[src/rtl/cic_sample_buffer.sv]
// Captures decimated CIC words, optionally block-averages 1/2/4/8 of them,
// and queues the results in a show-ahead FIFO drained by a valid/ready handshake.
`timescale 1ns/1ps
module cic_sample_buffer #(
  parameter int DATA_WIDTH  = 25,
  parameter int FIFO_DEPTH  = 8,
  parameter int COUNT_WIDTH = 16
) (
  input  logic                          clk,
  input  logic                          reset,
  input  logic [DATA_WIDTH-1:0]         sample_in,
  input  logic                          sample_strobe,
  input  logic                          enable,
  input  logic [1:0]                    avg_sel,
  output logic [DATA_WIDTH-1:0]         dout,
  output logic                          dout_valid,
  input  logic                          dout_ready,
  output logic [$clog2(FIFO_DEPTH):0]   fifo_count,
  output logic                          overflow,
  input  logic                          overflow_clr,
  output logic [COUNT_WIDTH-1:0]        sample_count
);

  localparam int AW    = $clog2(FIFO_DEPTH);
  localparam int ACC_W = DATA_WIDTH + 3;

  logic [1:0]            r_avgSel;
  logic [ACC_W-1:0]      r_acc;
  logic [2:0]            r_avgCnt;
  logic [DATA_WIDTH-1:0] r_mem [FIFO_DEPTH];
  logic [AW-1:0]         r_wrPtr;
  logic [AW-1:0]         r_rdPtr;
  logic [AW:0]           r_count;
  logic                  r_overflow;
  logic [COUNT_WIDTH-1:0] r_sampleCount;

  logic                  w_selChange;
  logic                  w_capture;
  logic [2:0]            w_lastIdx;
  logic                  w_final;
  logic [ACC_W-1:0]      w_sum;
  logic [DATA_WIDTH-1:0] w_result;
  logic                  w_pop;
  logic                  w_full;
  logic                  w_accept;
  logic                  w_drop;
  logic [AW-1:0]         w_headIdx;

  // 3'd1 << 3 wraps to 0, so the last index for 8-word averaging comes out as 7.
  assign w_lastIdx   = (3'd1 << r_avgSel) - 3'd1;
  assign w_selChange = (avg_sel != r_avgSel);
  assign w_capture   = enable && sample_strobe && !w_selChange;
  assign w_final     = w_capture && (r_avgCnt == w_lastIdx);
  assign w_sum       = r_acc + ACC_W'(sample_in);
  assign w_result    = DATA_WIDTH'(w_sum >> r_avgSel);

  assign w_pop    = dout_valid && dout_ready;
  assign w_full   = (r_count == (AW+1)'(FIFO_DEPTH));
  assign w_accept = w_final && (!w_full || w_pop);
  assign w_drop   = w_final && w_full && !w_pop;

  // When empty, point at the slot just popped so dout holds its last value.
  assign w_headIdx  = (r_count == '0) ? (r_rdPtr - AW'(1)) : r_rdPtr;
  assign dout       = r_mem[w_headIdx];
  assign dout_valid = (r_count != '0);

  assign fifo_count   = r_count;
  assign overflow     = r_overflow;
  assign sample_count = r_sampleCount;

  always_ff @(posedge clk or posedge reset) begin
    if (reset) begin
      r_avgSel <= '0;
      r_acc    <= '0;
      r_avgCnt <= '0;
    end else begin
      r_avgSel <= avg_sel;
      if (w_selChange || !enable || w_final) begin
        r_acc    <= '0;
        r_avgCnt <= '0;
      end else if (w_capture) begin
        r_acc    <= w_sum;
        r_avgCnt <= r_avgCnt + 3'd1;
      end
    end
  end

  always_ff @(posedge clk or posedge reset) begin
    if (reset) begin
      for (int i = 0; i < FIFO_DEPTH; i++) begin
        r_mem[i] <= '0;
      end
      r_wrPtr       <= '0;
      r_rdPtr       <= '0;
      r_count       <= '0;
      r_overflow    <= 1'b0;
      r_sampleCount <= '0;
    end else begin
      if (w_accept) begin
        r_mem[r_wrPtr] <= w_result;
        r_wrPtr        <= r_wrPtr + AW'(1);
        r_sampleCount  <= r_sampleCount + COUNT_WIDTH'(1);
      end
      if (w_pop) begin
        r_rdPtr <= r_rdPtr + AW'(1);
      end
      if (w_accept && !w_pop) begin
        r_count <= r_count + (AW+1)'(1);
      end else if (w_pop && !w_accept) begin
        r_count <= r_count - (AW+1)'(1);
      end
      // A drop and a clear in the same cycle leave the flag set.
      if (w_drop) begin
        r_overflow <= 1'b1;
      end else if (overflow_clr) begin
        r_overflow <= 1'b0;
      end
    end
  end

endmodule

[config.mk]
export PLATFORM = sky130hd
export DESIGN_NAME = cic_sample_buffer
export DESIGN_NICKNAME = d
export VERILOG_FILES = /design/src/rtl/cic_sample_buffer.sv
export SDC_FILE = /design/constraint.sdc
export NUM_CORES = 1
export LEC_CHECK = 0
export CORE_MARGIN = 4
export CORE_UTILIZATION = 30
export CTS_BUF_LIST = sky130_fd_sc_hd__clkbuf_4
export CTS_CLUSTER_DIAMETER = 60
export CTS_CLUSTER_SIZE = 25
export DETAILED_ROUTE_END_ITERATION = 6
export DONT_BUFFER_PORTS = 1
export PLACE_DENSITY = 0.55
export SYNTH_ARGS = -nofsm -noshare
export SYNTH_HDL_FRONTEND = slang
export SYNTH_SLANG_ARGS = --single-unit
[constraint.sdc]
create_clock -name clk -period 9.1 [get_ports clk]
set_input_delay 1.365 -clock clk [delete_from_list [all_inputs] [get_ports clk]]
set_output_delay 1.365 -clock clk [all_outputs]
set_load 0.02 [all_outputs]
==> flow_summary.yaml <==
synth:
  synth_top_family_by_area: "multiplexers"
  synthFlopType: "dfrtp_1"
  synth_warnings: 0
  synthSimpleGateAreaFrac_pct: 9.40
  synth_seq_cells: 260
  yosysUniqueCellTypes: 77
  muxShareOfSynthArea_pct: 21.8
  synth_nets: 1241
  synth-xor-area-share_pct: 3.43
  synthArstFlopShare_pct: 100
  synth_cells: 1173
  netlist.area_leader.share_pct: 47.2
  synth_area_leader_cell: "dfrtp_1"
  synth.yosys.seq_area_share_pct: 47.2
  synth_area_sq_um: 13800
  synth.top_cells.by_area: "dfrtp_1 47%, mux2_2 11%, mux4_2 8.7%, nand2_1 4.2%, o21ai_0 3.2%"
  synth_edf_count: 0
  avgSynthCellArea_sq_um: 11.8
  synth_compound_area_share_pct: 12.2
  synth-adder-area-share_pct: 3.28
placed_design:
  portBuffers: 0
  routabilityCongestion: 0.834
  hpwlAfterDp_um: 23300
timing:
  worst_pin_slew_ns: 1.16
  layout_min_cycle_time_ns: 5.39
  skew_ns: 0.0562
  hold_viol: 0
  slew_viol_final: 0
  setup_viol: 0
  max_freq_mhz: 186
  fin_crit_sh_pct: 59.2
  rsz0062_at_grt: "false"
  tns_ns: 0
  slew_headroom_pct: 22.4
  hold_ws_ns: 0.495
route:
  drt_pass1_iterations: 5
  wire_per_inst_um: 20.1
  wl_met2_um: 16800
  wl_met1_um: 16400
  drt-total-wl_um: 35400
  first_iter_violations: 551
  drc: 0
  route.met3.wl_um: 1700
  top_layer_used: "met4"
  antenna_left: 0
  viasPerCell: 5.20
  num_vias: 9185
finish:
  area_delta_synth_final_pct: 8.08
  layout-drive-gt1-share_pct: 24.3
  final_cell_mix: "259 x dfrtp_1, 156 x nand2_1, 134 x mux2_2, 88 x o21ai_0, 53 x mux4_2"
  multi_input_comb_area_sq_um: 6990
  nNetsFinal: 1211
  fillers: 4508
  regArea_sq_um: 6510
  mostFrequentLayoutCell: "dfrtp_1"
global_route:
  antenna_found_initial: 2
  grt_pass1_vias: 9255
  grt_pass1_wl_um: 56200
  grtUsageTotal_pct: 14.2
  grt_max_degree: 108
  grt.overflow.total: 0
die:
  dieArea_sq_um: 49500
  die_w_um: 222
  core.rowCount: 78
  ios: 80
  die_y_um: 222
  core_area_sq_um: 45400
  start_util_pct: 30.4
power_and_ir_drop:
  p_leak_nw: 6.82
  clockPowerShare_pct: 25.0
  power_frac_seq_pct: 45.8
  powerDensity_nw_per_um2: 203
  switching_share_pct: 37.1
  intPower_mw: 1.91
  ir_worst_vdd_uv: 229
  power_frac_comb_pct: 29.2
  p_sw_mw: 1.12
worst_setup_path:
  cp_max_fo: 50
  crit_required_ns: 7.74
  r2r_slack_ns: 5.44
  critPathLaunchType: "flop"
  worstPathArrival_ns: 4.02
  criticalPathCategory: "reg2out"
  cp-end-kind: "primary output"
min_path:
  hold_path.class: "reg2reg"
clock_tree:
  cts_setup_buffers: 0
  clock_latency_ns: 0.80
  numCtsBuffers: 27
  htree_num_levels: 1
  cts_sinks: 260
  cts_resized: 0
  cts_root_buf: "clkbuf_4"
  clk_pin_slew_worst_paths_ns: 0.16
  postCtsHoldBufs: 0
  cts_tree: "yes"
  clk_path_buf_depth: 3
run:
  drv_cap: 0
status:
  status: "completed"
==> Yosys cell counts (13+ instances only) <==
master and instances:
mux2_2 134, buf_2 25, ha_1 33, xor2_1 25, a21o_1 15, xnor2_1 29, clkbuf_1 37, a22o_1 20
dfrtp_1 260, o21ai_1 13, a21oi_1 36, nor2_1 35, nand2_1 156, mux2i_1 23, mux4_2 53, o21ai_0 88
==> kinds of logic (layout without fill, tap and decap cells) <==
kind of cell	Yosys count	after routing
AOI/OAI and AO/OA	253	253
xor gates and xnor gates	54	54
adders and majority gates	35	35
buffers and inverters	86	77
DFF	260	260
muxes	217	217
other	0	2
and+or+nand+nor	268	268
==> power groups by stage <==
stage / clock (mW) / sequential, mW / combinational (mW)
2_1_floorplan: 0 / 1.36 / 0.722
3_3_place_gp: 0 / 1.41 / 0.889
3_5_place_dp: 0 / 1.41 / 0.905
4_1_cts: 0.797 / 1.39 / 0.909
5_1_grt: 0.845 / 1.41 / 0.976
6_report: 0.758 / 1.39 / 0.884
==> final cells by class <==
cell class,count,area share [%]
Clock buffer,29,1.46
Tap cell,600,5.03
Timing Repair Buffer,14,0.705
Multi-Input combinational cell,827,46.9
Inverter,13,0.378
Antenna cell,2,0.0336
Sequential cell,260,43.6
Clock inverter,21,1.88
==> metrics by stage <==
stage	util [%]	power, mW	cell area (sq um)	worst slack (ns)	cells
CTS	32.8	3.09	14900	3.55	1764
global placement	31.8	2.29	14400	4.47	1714
global route	32.9	3.23	14900	3.37	1766
finish	32.9	3.03	14900	3.71	1766
detailed placement	31.8	2.32	14400	4.45	1714
floorplan	-	2.08	13800	0.580	1173
==> state kept, by name, summed over array words and instances, names as in the netlist <==
name,flops
r_mem,200
r_acc,28
sample_count,16
fifo_count,4
r_avgCnt,3
r_rdPtr,3
r_wrPtr,3
r_avgSel,2
overflow,1
==> worst paths after layout <==
kind | cells after the start | endpoint | start
worst min-delay path | 2 | r_mem[123] | r_mem[123]
max in group asynchronous | 2 | r_avgSel[0] | reset
worst max-delay path | 6 | dout[10] | fifo_count[0]
min in group asynchronous | 1 | r_mem[55] | reset
worst max register to register | 8 | r_mem[73] | r_avgSel[0]
worst min register to register | 2 | r_mem[123] | r_mem[123]
==> critical path, stage by stage, from the launching register on <==
cell and delay, ns:
dfrtp_1 0.56, nor4_2 0.73, nand2_1 0.21, o21ai_4 0.09
buf_4 0.70, mux4_2 0.59, mux2_2 0.36
==> routing by layer <==
layer,track usage (%),vias to the layer above
li1,-,4272
met1,19.7,4703
met2,23.2,170
met3,3.14,40
met4,2.43,0
met5,0,-
No activity file was read; power rests on OpenSTA's default activity.
